### config.mk
export PLATFORM = sky130hd
export DESIGN_NAME = button_press_decoder_flat
export DESIGN_NICKNAME = d
export VERILOG_FILES = /design/src/rtl/button_press_decoder_if.sv /design/src/rtl/button_press_decoder.sv /design/src/flat_wrapper.sv
export SDC_FILE = /design/constraint.sdc
export NUM_CORES = 1
export LEC_CHECK = 0
export CAP_MARGIN = 15
export CORE_UTILIZATION = 56
export CTS_CLUSTER_SIZE = 24
export DETAILED_ROUTE_END_ITERATION = 6
export DONT_BUFFER_PORTS = 1
export PLACE_DENSITY = 0.85
export SLEW_MARGIN = 10
export SYNTH_ARGS = -nofsm -noshare
export SYNTH_HDL_FRONTEND = slang
export SYNTH_SLANG_ARGS = --single-unit
### constraint.sdc
create_clock -name clock -period 1.7 [get_ports clock]
set_input_delay 0.34 -clock clock [delete_from_list [all_inputs] [get_ports clock]]
set_output_delay 0.34 -clock clock [all_outputs]
set_load 0.005 [all_outputs]
### src/rtl/button_press_decoder_if.sv
// Button gesture bus: debounced level in, gesture pulses and held level out.
// The master drives the button level; the slave (decoder) drives the results.
interface button_press_decoder_if;
  logic in;
  logic short_press;
  logic long_press;
  logic double_press;
  logic held;

  modport master (
    output in,
    input  short_press,
    input  long_press,
    input  double_press,
    input  held
  );

  modport slave (
    input  in,
    output short_press,
    output long_press,
    output double_press,
    output held
  );
endinterface

### src/rtl/button_press_decoder.sv
// Classifies debounced button presses into short/long/double pulses plus a held level.
// Optional auto-repeat of long_press while held is enabled by defining BUTTON_REPEAT_EN.
module button_press_decoder #(
  parameter int                    COUNT_SIZE   = 24,
  parameter logic [COUNT_SIZE-1:0] LONG_LIMIT   = 24'd6000000,
  parameter logic [COUNT_SIZE-1:0] DOUBLE_LIMIT = 24'd3000000,
  parameter logic [COUNT_SIZE-1:0] REPEAT_LIMIT = 24'd1200000
) (
  input logic                    clock,
  input logic                    reset,
  button_press_decoder_if.slave  bus
);

  // A timeout fires on the edge ending the cycle where the counter reads LIMIT-1.
  localparam logic [COUNT_SIZE-1:0] LONG_LAST   = LONG_LIMIT   - COUNT_SIZE'(1);
  localparam logic [COUNT_SIZE-1:0] DOUBLE_LAST = DOUBLE_LIMIT - COUNT_SIZE'(1);
  localparam logic [COUNT_SIZE-1:0] REPEAT_LAST = REPEAT_LIMIT - COUNT_SIZE'(1);

`ifdef BUTTON_REPEAT_EN
  localparam bit REPEAT_ON = 1'b1;
`else
  localparam bit REPEAT_ON = 1'b0;
`endif

  typedef enum logic [2:0] {
    IDLE,
    PRESSED,
    WAIT_SECOND,
    SECOND_PRESSED,
    HELD
  } state_e;

  state_e                  state_q;
  logic [COUNT_SIZE-1:0]   cnt_q;
  logic [COUNT_SIZE-1:0]   cnt_d;
  logic                    short_q;
  logic                    long_q;
  logic                    double_q;
  logic                    held_q;

  assign cnt_d = cnt_q + COUNT_SIZE'(1);

  always_ff @(posedge clock or negedge reset) begin
    if (!reset) begin
      state_q  <= IDLE;
      cnt_q    <= '0;
      short_q  <= 1'b0;
      long_q   <= 1'b0;
      double_q <= 1'b0;
      held_q   <= 1'b0;
    end else begin
      short_q  <= 1'b0;
      long_q   <= 1'b0;
      double_q <= 1'b0;
      case (state_q)
        IDLE: begin
          cnt_q <= '0;
          if (bus.in) state_q <= PRESSED;
        end
        // Release is checked before the timeout so it wins on the same edge.
        PRESSED: begin
          if (!bus.in) begin
            state_q <= WAIT_SECOND;
            cnt_q   <= '0;
          end else if (cnt_q == LONG_LAST) begin
            state_q <= HELD;
            cnt_q   <= '0;
            long_q  <= 1'b1;
            held_q  <= 1'b1;
          end else begin
            cnt_q <= cnt_d;
          end
        end
        WAIT_SECOND: begin
          if (bus.in) begin
            state_q  <= SECOND_PRESSED;
            cnt_q    <= '0;
            double_q <= 1'b1;
          end else if (cnt_q == DOUBLE_LAST) begin
            state_q <= IDLE;
            cnt_q   <= '0;
            short_q <= 1'b1;
          end else begin
            cnt_q <= cnt_d;
          end
        end
        SECOND_PRESSED: begin
          cnt_q <= '0;
          if (!bus.in) state_q <= IDLE;
        end
        HELD: begin
          if (!bus.in) begin
            state_q <= IDLE;
            cnt_q   <= '0;
            held_q  <= 1'b0;
          end else if (REPEAT_ON) begin
            if (cnt_q == REPEAT_LAST) begin
              long_q <= 1'b1;
              cnt_q  <= '0;
            end else begin
              cnt_q <= cnt_d;
            end
          end else begin
            cnt_q <= '0;
          end
        end
        default: begin
          state_q <= IDLE;
          cnt_q   <= '0;
          held_q  <= 1'b0;
        end
      endcase
    end
  end

  assign bus.short_press  = short_q;
  assign bus.long_press   = long_q;
  assign bus.double_press = double_q;
  assign bus.held         = held_q;

endmodule

### src/flat_wrapper.sv
// flat-port wrapper written by rule: the top's interface ports become plain ports
module button_press_decoder_flat 
#(
  parameter int                    COUNT_SIZE   = 24,
  parameter logic [COUNT_SIZE-1:0] LONG_LIMIT   = 24'd6000000,
  parameter logic [COUNT_SIZE-1:0] DOUBLE_LIMIT = 24'd3000000,
  parameter logic [COUNT_SIZE-1:0] REPEAT_LIMIT = 24'd1200000
)
  (clock, reset, bus_in, bus_short_press, bus_long_press, bus_double_press, bus_held);
  button_press_decoder_if bus_i ();
  input logic clock;
  input logic reset;
  input wire logic [$bits(bus_i.in)-1:0] bus_in;
  output wire logic [$bits(bus_i.short_press)-1:0] bus_short_press;
  output wire logic [$bits(bus_i.long_press)-1:0] bus_long_press;
  output wire logic [$bits(bus_i.double_press)-1:0] bus_double_press;
  output wire logic [$bits(bus_i.held)-1:0] bus_held;
  assign bus_i.in = bus_in;
  assign bus_short_press = bus_i.short_press;
  assign bus_long_press = bus_i.long_press;
  assign bus_double_press = bus_i.double_press;
  assign bus_held = bus_i.held;
  button_press_decoder #(.COUNT_SIZE(COUNT_SIZE), .LONG_LIMIT(LONG_LIMIT), .DOUBLE_LIMIT(DOUBLE_LIMIT), .REPEAT_LIMIT(REPEAT_LIMIT)) u_core (.clock(clock), .reset(reset), .bus(bus_i));
endmodule
-- Word level (Yosys, flattened, before mapping)
Cells that the tools add are included.
- ROM bits: 0
- RAM bits: 0
- register bits: 31
- output and inout port bits: 4
- bits in latches: 0
- input bits: 3
- word-level logic and storage cells: 50
- memories: 0
- add/sub/neg operators: 1
- mux-type cells: 24
- eq/ne operators: 13
- shift operators: 0
- reductions and logical operators: 5
- magnitude comparators: 0
- div/mod/pow operators: 0
- bitwise logic cells: 1
- $mul: 0
- operators with widths (operator ; count):
    24-bit 2-to-1 mux ; 4
    24-bit one-hot mux with 2 select lines ; 1
    24-bit by 1-bit adder with 24-bit output (second input constant) ; 1
    24-bit by 22-bit == test with 1-bit output (second input constant) ; 1
    24-bit by 23-bit == test with 1-bit output (second input constant) ; 1
    3-bit 2-to-1 mux ; 6
    3-bit one-hot mux with 4 select lines ; 1
    1-bit 2-to-1 mux ; 11
    2-bit != test (second input constant) ; 4
    4-bit AND reduction ; 2
    3-bit by 2-bit == test with 1-bit output (second input constant) ; 2
    3-bit by 2-bit != test with 1-bit output (second input constant) ; 2
    3-bit by 1-bit == test with 1-bit output (second input constant) ; 1
    3-bit == test (second input constant) ; 1
    3-bit logical NOT ; 1
    1-bit one-hot mux with 3 select lines ; 1
    3-bit OR reduction ; 1
    2-bit by 1-bit != test with 1-bit output (second input constant) ; 1
    2-bit OR reduction ; 1
    1-bit NOT ; 1

-- Logic depth before layout (Yosys ltp)
Gate-level depths: netlist (run 1).
- depth in word-level cells: 4
- mapped depth: 6
- gate-level depth less buffers: 5

-- Worst setup path before layout (run 1)
No wires, ideal clock.
- path kind: register to register
- start: reg u_core.cnt_q[0]
- end: reg u_core.cnt_q[11]
- clock period less this slack: 1.768 ns
- arrival: 1.630 ns
- data required time: 1.562 ns
- cell stages (with the launch flop): 7
- path slack: -0.068 ns
- path buffers: 1
- setup time: 0.138 ns
- cell sequence: dfrtp_1 > ha_1 > and2_1 > nand4_1 > o21bai_1 > clkbuf_1 > a211oi_1
- longest elaborated chain between the ends: 4
- elaborated cells on any way between the ends: 8
- those cells by class: add/sub (1); eq/ne (2); mux (5)
- ends and longest elaborated chain (element ; RTL line ; RTL):
    start: declaration ; button_press_decoder.sv:34 ; logic [COUNT_SIZE-1:0] cnt_q;
    start signal: assignment ; button_press_decoder.sv:71 ; cnt_q <= cnt_d;
    start signal: assignment ; button_press_decoder.sv:84 ; cnt_q <= cnt_d;
    start signal: assignment ; button_press_decoder.sv:101 ; cnt_q <= cnt_d;
    24-bit by 1-bit adder with 24-bit output (tied with other cells) ; button_press_decoder.sv:41 ; assign cnt_d = cnt_q + COUNT_SIZE'(1);
    24-bit 2-to-1 mux, on equally long branches ; button_press_decoder.sv:79, button_press_decoder.sv:65 ;
    24-bit 2-to-1 mux, on equally long branches ; button_press_decoder.sv:75, button_press_decoder.sv:62 ;
    24-bit one-hot mux with 2 select lines * ; button_press_decoder.sv:55 ; case (state_q)
Mark *: on every way between the ends. The rest lies on a longest branch, timed or not.
A chain may end at the register's enable or synchronous reset.

-- Worst setup path after layout (run 1)
- start: reg u_core.cnt_q[10]
- end: reg u_core.cnt_q[4]
- longest elaborated chain between the ends: 4
- elaborated cells on any way between the ends: 7
- those cells by class: eq/ne (2); mux (5)
- ends and longest elaborated chain (element ; RTL line):
    24-bit by 22-bit == test with 1-bit output or 24-bit by 23-bit == test with 1-bit output (tied branches) ; button_press_decoder.sv:79, button_press_decoder.sv:65
    24-bit 2-to-1 mux, on equally long branches ; button_press_decoder.sv:79, button_press_decoder.sv:65
    24-bit 2-to-1 mux, on equally long branches ; button_press_decoder.sv:75, button_press_decoder.sv:62
    24-bit one-hot mux with 2 select lines * ; button_press_decoder.sv:55
Marks and branches as above.

==> metrics.md, run 1 <==
| Metric | Value |
|---|---|
| Status | complete, but fails checks |
| Violated checks | negative setup slack |
| Post-route setup TNS | -2.54 ns |
| Layout cells sized above 1 | 42.3% |
| CTS H-tree lvls | 2 |
| R2r setup slk | -0.13 ns |
| # setup viols final | 26 |
| Syn_nets | 174 |
| FP Rows | 19 |
| FFs w/ async S/R, synth | 100% |
| Post-Synthesis Cells | 170 |
| Dominant synthesized flop cell | dfrtp_1 |
| Worst path cell trace | nor3b_1, nand2_1, o31ai_4, buf_6, buf_6, a211oi_1 |
| Worst hold path type | primary input to flip-flop |
| Required time of the critical path | 1.90 ns |
| Largest net degree at the start of global routing | 32 |
| Final worst path period share | 107% |
| First-pass DRT Iterations | 5 |
| Root buffer cell | clkbuf_4 |
| Commonest non-fill, non-tap cell in the layout | buf_4 |
| Post-place instance area | 1950 µm² |
| Max capacitance violation total | 0 |
| Vias in the first global route | 1562 |
| Total global routing overflow | 0 |
| IO Pins | 7 |
| Post-Syn Area | 1730 µm² |
| Initial antenna violation count | 0 |
| Die area | 3320 µm² |
| Worst Hold End | u_core.bus.short_press |
| Final Worst Setup Slack | -0.127 ns |
| Yosys warns | 0 |
| GRT Total Usage | 27.7% |
| Worst setup SP type | flip-flop |
| Final Max Tran Viols | 0 |
| Static leakage | 0.884 nW |
| Pwr Density | 588 nW/µm² |
| # fillers | 135 |
| Reg-to-reg startpoint | u_core.cnt_q[10] |
| Setup CP Type | flip-flop to flip-flop |
| RSZ-0062 raised after global routing | yes |
| Critical path arrival | 2.02 ns |
| Top cell type by total area after synthesis | dfrtp_1 |
| CP peak stage delay | 0.43 ns |
| Yosys top cell area share | 44.8% |
| Final Net Count | 212 |
| Count of different cell masters after synthesis | 41 |
| First DRT Iteration DRCs | 124 |
| Clk_skew | 0.00585 ns |
| Post-route core utilization | 82.5% |
| Worst-Margin Slew | ~0.58 ns |
| Port bufs | 0 |
| Worst skew pair latency | between 0.3 and 0.4 ns |
| Chip height | ~58 µm |
| EDFF count, synth | 0 |
| Top cells by area, synth | dfrtp_1, a211oi_1, a221oi_1 |
| CTS Buffer Depth | 2 |
| Dpl cells | approximately 220 |
| CTS tree | built |
| Worst setup EP type | flip-flop |
| Hpwl dp | 2.83 mm |
| Worst R2R End | u_core.cnt_q[4] |
| Antenna-violating nets left | 0 |
| Sequential cell area | approximately 800 µm² |
| Die width | 57.6 µm |
| GPL Wtd Cong | about 0.88 |
| CTS Sinks | 31 |
| Hold Path Origin | bus_in |
| Finished Cell Area | 2350 µm² |
| First-pass GRT wire length | 7.00 mm |
| Slew margin rel. | 61.7% |
| Worst-path fanout max | 7 |
| Clock slew at reported path FFs | 0.10 ns |
| Core Box Area | 2850 µm² |
| Footprint of the multi-input gates | 1120 µm² |
| Synth Register Bits | 31 |
| Min Clock Period, post-route | 1.83 ns |
| Fin cells | 239 |
| Vias per cell | 7.16 |
| Number of diodes | 0 |
| DR DRC count | 0 |
| Most frequent cells in the layout | buf_4, dfrtp_1, a211oi_1, nand3_1, a221oi_2 |
| Max IR drop VDD | a little under 0.0005 V |
| Hold path depth | 2 |
| Initial core utilization | 60.7% |
| Fmax | 547 MHz |
| TritonCTS Buffers | 5 |
| P&R area growth vs syn | 35.8% |
| Routed vias | about 1700 |
| R2R cell count | 6 |
| Post-DR wirelength/cell | between 20 and 25 µm |
| Post-Syn Area per Cell | 10.2 µm² |
| Worst hold margin | about 0.15 ns |
| WL final | 5.40 mm |
| Final Hold Fails | 0 |
| Most frequent CP cell | buf_6 |
| Sequential fraction of the synthesis area | around 45% |
| Slowest stage cell, crit path | dfrtp_1 |
==> cell families (layout without fill, tap and decap cells) <==
kind of cell    Yosys count  count (layout)  share of synthesized area [%]
xor+xnor                 12              12                           6.06
fa+ha+maj                 1               1                          0.722
flops                    31              31                           44.8
simple gates             74              75                           26.9
compound gates           41              41                           18.6
buf+inv                  11              48                           3.03
==> layer usage <==
layer | share of wire (%) | global-route usage, % | up-vias
li1 | - | - | 746
met3 | 7.6 | 5.13 | 22
met5 | 0 | 0 | -
met4 | 2.6 | 13.9 | 0
met1 | 40 | 36.3 | 842
met2 | 49 | 44.2 | 101
==> area by class of cell <==
class                   count  share of cell area [%]
repair buffers             38                    14.8
multi-input cells         129                    47.5
flip-flops and latches     31                    33.2
clock buffers               6                    2.18
well taps                  31                    1.65
inverters                   3                   0.478
clock inverters             1                   0.213
==> Yosys cell counts (2+ instances only) <==
| cell type | number |
|---|---|
| a221oi_1 | 8 |
| o31ai_1 | 7 |
| or3_1 | 6 |
| nor2b_1 | 3 |
| nor4_1 | 4 |
| buf_2 | 3 |
| xor2_1 | 7 |
| nand4b_1 | 2 |
| nand3_1 | 11 |
| nor3_1 | 4 |
| a211oi_1 | 14 |
| and3_1 | 2 |
| nor2_1 | 5 |
| nor4b_1 | 2 |
| nand2_1 | 8 |
| nand4_1 | 4 |
| or4_1 | 5 |
| and2_1 | 3 |
| o21ai_0 | 5 |
| a221oi_2 | 2 |
| nand4_2 | 2 |
| xnor2_1 | 5 |
| inv_1 | 3 |
| and4_1 | 2 |
| dfrtp_1 | 31 |
| nand2b_1 | 3 |
| nor4bb_1 | 2 |
| clkbuf_1 | 4 |
==> sequential cells by signal, indices dropped and copies added (netlist names) <==
| signal | cells |
|---|---|
| u_core.bus.held | 1 |
| u_core.bus.short_press | 1 |
| u_core.bus.long_press | 1 |
| u_core.cnt_q | 24 |
| u_core.bus.double_press | 1 |
| u_core.state_q | 3 |
==> metrics by stage <==
stage	setup slack [ns]	total power, W
2_1_floorplan	0.00346	0.000835
3_3_place_gp	-0.0148	0.000867
3_5_place_dp	-0.103	0.000870
4_1_cts	-0.00142	0.00132
5_1_grt	-0.173	0.00144
6_report	-0.127	0.00138
==> how the worst max path moves through the flow <==
| stage | startpoint | slack (ns) | end |
|---|---|---|---|
| after CTS | u_core.cnt_q[6] | -0.001 | u_core.cnt_q[21] |
| after global placement | u_core.cnt_q[1] | -0.01 | u_core.cnt_q[20] |
| after detailed placement | u_core.cnt_q[1] | -0.10 | u_core.cnt_q[22] |
| after global routing | u_core.cnt_q[9] | -0.17 | u_core.cnt_q[8] |
| after floorplan | u_core.cnt_q[0] | 0.003 | u_core.cnt_q[20] |
| final | u_core.cnt_q[10] | -0.13 | u_core.cnt_q[4] |
==> power breakdown <==
group	internal (W)	total (W)	leakage [nW]	switching, W
Sequential	0.000750	0.000768	0.420	0.0000185
Clock	0.000191	0.000454	0.0341	0.000262
Combinational	0.0000697	0.000162	0.431	0.0000925
==> timing repair <==
action | CTS | global route
gates cloned | 0 | 3
setup buffers | 0 | 9
hold endpoints to repair | 31 | 0
gates resized for setup | 6 | 46
hold buffers | 2 | 0
pin swaps | 1 | 12
setup endpoints to repair | 13 | 28
==> worst max-delay path, delay by kind of cell, from the launching register on <==
| kind | cells | cell delay (ns) |
|---|---|---|
| and+or+nand+nor | 2 | 0.64 |
| AOI/OAI and AO/OA | 2 | 0.31 |
| DFF | 1 | 0.43 |
| buffers and inverters | 2 | 0.30 |
(Power assumes the default switching activity.)
==> run 2: changes to the inputs <==
==> constraint.sdc (replaced) <==
create_clock -name clock -period 1.5 [get_ports clock]
set_input_delay 0.3 -clock clock [delete_from_list [all_inputs] [get_ports clock]]
set_output_delay 0.3 -clock clock [all_outputs]
set_load 0.005 [all_outputs]
==> metrics.md, run 2 (synthesis results as in run 1) <==
| Metric | Value |
|---|---|
| Largest registers | u_core.cnt_q x24, u_core.state_q x3 |
| Antenna-violating nets left | 0 (unchanged) |
| Pwr Total | 0.00159 W (+15%) |
| Min Clock Period, post-route | 1.98 ns (+0.154 ns) |
| CTS tree | built |
| Worst-Margin Slew | 0.435 ns (-0.140 ns) |
| # setup viols final | 29 (+12%) |
| GPL Wtd Cong | 0.909 (+3.4%) |
| Critical path arrival | 2.22 ns (+0.20 ns) |
| Total global routing overflow | 0 (unchanged) |
| Die width | 57.6 µm (unchanged) |
| WL final | 7.87 mm (+46%) |
| Worst hold margin | 0.137 ns (-0.0177 ns) |
| Violated checks | design-rule violations, negative setup slack |
| Sequential cell area | 781 µm² (-0.16%) |
| First-pass DRT Iterations | 7 (+2) |
| Root buffer cell | clkbuf_4 |
| Pwr Density | 589 nW/µm² (+0.15%) |
| Delay-heaviest family, CP | simple AND/OR/NAND/NOR gates |
| Final Hold Fails | 0 (unchanged) |
| Max reg flops | 24 (unchanged) |
| DR DRC count | 22 (+22) |
| Final Worst Setup Slack | -0.481 ns (-0.354 ns) |
| P&R area growth vs syn | 56.0% |
| Port bufs | 0 (unchanged) |
| Worst skew pair latency | 0.36 ns (+0.03 ns) |
| Worst path cell trace | and3_4, buf_4, nand4_4, or3_4, a221oi_4 |
| Biggest register | u_core.cnt_q |
| CP peak stage delay | 0.51 ns (+0.08 ns) |
| Worst setup SP type | flip-flop |
| Max capacitance violation total | 0 (unchanged) |
| Post-route core utilization | 94.7% (+12 points) |
| Die area | 3320 µm² (unchanged) |
| CTS Buffer Depth | 2 (unchanged) |
| Largest net degree at the start of global routing | 32 (unchanged) |
| Vias per cell | 8.05 (+12%) |
| Finished Cell Area | 2700 µm² (+15%) |
| Chip height | 57.6 µm (unchanged) |
| Worst setup EP type | flip-flop |
| GRT Total Usage | 40.6% (+13 points) |
| Layout cells sized above 1 | 54.5% (+12 points) |
| IO Pins | 7 (unchanged) |
| Slew margin rel. | 70.8% (+9.1 points) |
| TritonCTS Buffers | 5 (unchanged) |
| Slowest stage cell, crit path | dfrtp_1 |
| Worst hold path type | primary input to flip-flop |
| Post-place instance area | 2190 µm² (+12%) |
| Post-DR wirelength/cell | 29.8 µm (+32%) |
| Final worst path period share | 132% (+25 points) |
| Buf/Inv on CP | 1 (-1) |
| Required time of the critical path | 1.74 ns (-0.16 ns) |
| Final Net Count | 238 (+12%) |
| Fin cells | 264 (+10%) |
| Commonest non-fill, non-tap cell in the layout | buf_4 |
| Clock slew at reported path FFs | 0.09 ns (about the same) |
| CTS H-tree lvls | 2 (unchanged) |
| Core Box Area | 2850 µm² (unchanged) |
| Routed vias | 2124 (+24%) |
| Max IR drop VDD | 0.000598 V (+24%) |
| # fillers | 76 (-44%) |
| RSZ-0062 raised after global routing | yes |
| First DRT Iteration DRCs | 363 (+190%) |
| Clk_skew | 0.00650 ns (+0.000651 ns) |
| Initial core utilization | 60.7% (unchanged) |
| Vias in the first global route | 1903 (+22%) |
| Static leakage | 1.08 nW (+22%) |
| Fmax | 505 MHz (-7.8%) |
| Initial antenna violation count | 0 (unchanged) |
| First-pass GRT wire length | 9.78 mm (+40%) |
| Dpl cells | 234 (+7.3%) |
| CTS Sinks | 31 (unchanged) |
| Status | complete, but fails checks |
| FP Rows | 19 (unchanged) |
| Number of diodes | 0 (unchanged) |
| Most frequent cells in the layout | buf_4, dfrtp_1, a211oi_2 |
| Footprint of the multi-input gates | 1220 µm² (+9.5%) |
| Hpwl dp | 3.03 mm (+7.1%) |
| Setup CP Type | flip-flop to flip-flop |
| Worst-path fanout max | 6 (-1) |
| Final Max Tran Viols | 0 (unchanged) |
-- run 2: cell type report --
class | instances | share of cell area, %
clock buffers | 6 | 1.53
flip-flops and latches | 31 | 28.9
inverters | 3 | 0.417
multi-input cells | 129 | 45.3
well taps | 31 | 1.44
repair buffers | 64 | 22.5
-- run 2: worst paths after layout --
check,startpoint,to,slack [ns],depth (start not counted)
setup / recovery,u_core.cnt_q[13],u_core.cnt_q[22],-0.48,5
hold / removal,bus_in,u_core.bus.double_press,0.14,2
setup reg to reg,u_core.cnt_q[13],u_core.cnt_q[22],-0.48,5
hold reg to reg,u_core.state_q[2],u_core.state_q[1],0.57,1
max in group asynchronous,reset,u_core.cnt_q[9],0.89,2
min in group asynchronous,reset,u_core.cnt_q[20],0.42,2
-- run 2: report_power, final --
group          internal [W]  leakage, nW  switching (W)
clock              0.000166       0.0242       0.000287
sequential         0.000850        0.421      0.0000157
combinational      0.000124        0.638       0.000150
-- run 2: stage by stage --
stage	setup slack [ns]	TNS, ns
after floorplan	-0.114	-2.38
after global placement	-0.147	-2.72
after detailed placement	-0.205	-3.80
after CTS	-0.156	-3.42
after global routing	-0.437	-9.27
final	-0.481	-8.08
-- run 2: per-layer routing --
layer | up-vias | part of all wire (%) | routed length, µm | GRT usage (%)
met5 | - | 0 | 0 | 0
met4 | 0 | 7.8 | 615 | 17.4
met3 | 91 | 12 | 978 | 11.4
met2 | 211 | 44 | 3470 | 65.4
met1 | 1018 | 36 | 2800 | 51.2
li1 | 804 | - | - | -
-- run 2: timing repair --
action	4_1_cts	5_1_grt
gates cloned	3	2
setup endpoints to repair	29	30
gates resized for setup	26	20
pin swaps	18	8
hold buffers	2	0
hold endpoints to repair	31	0
buffers inserted	13	5
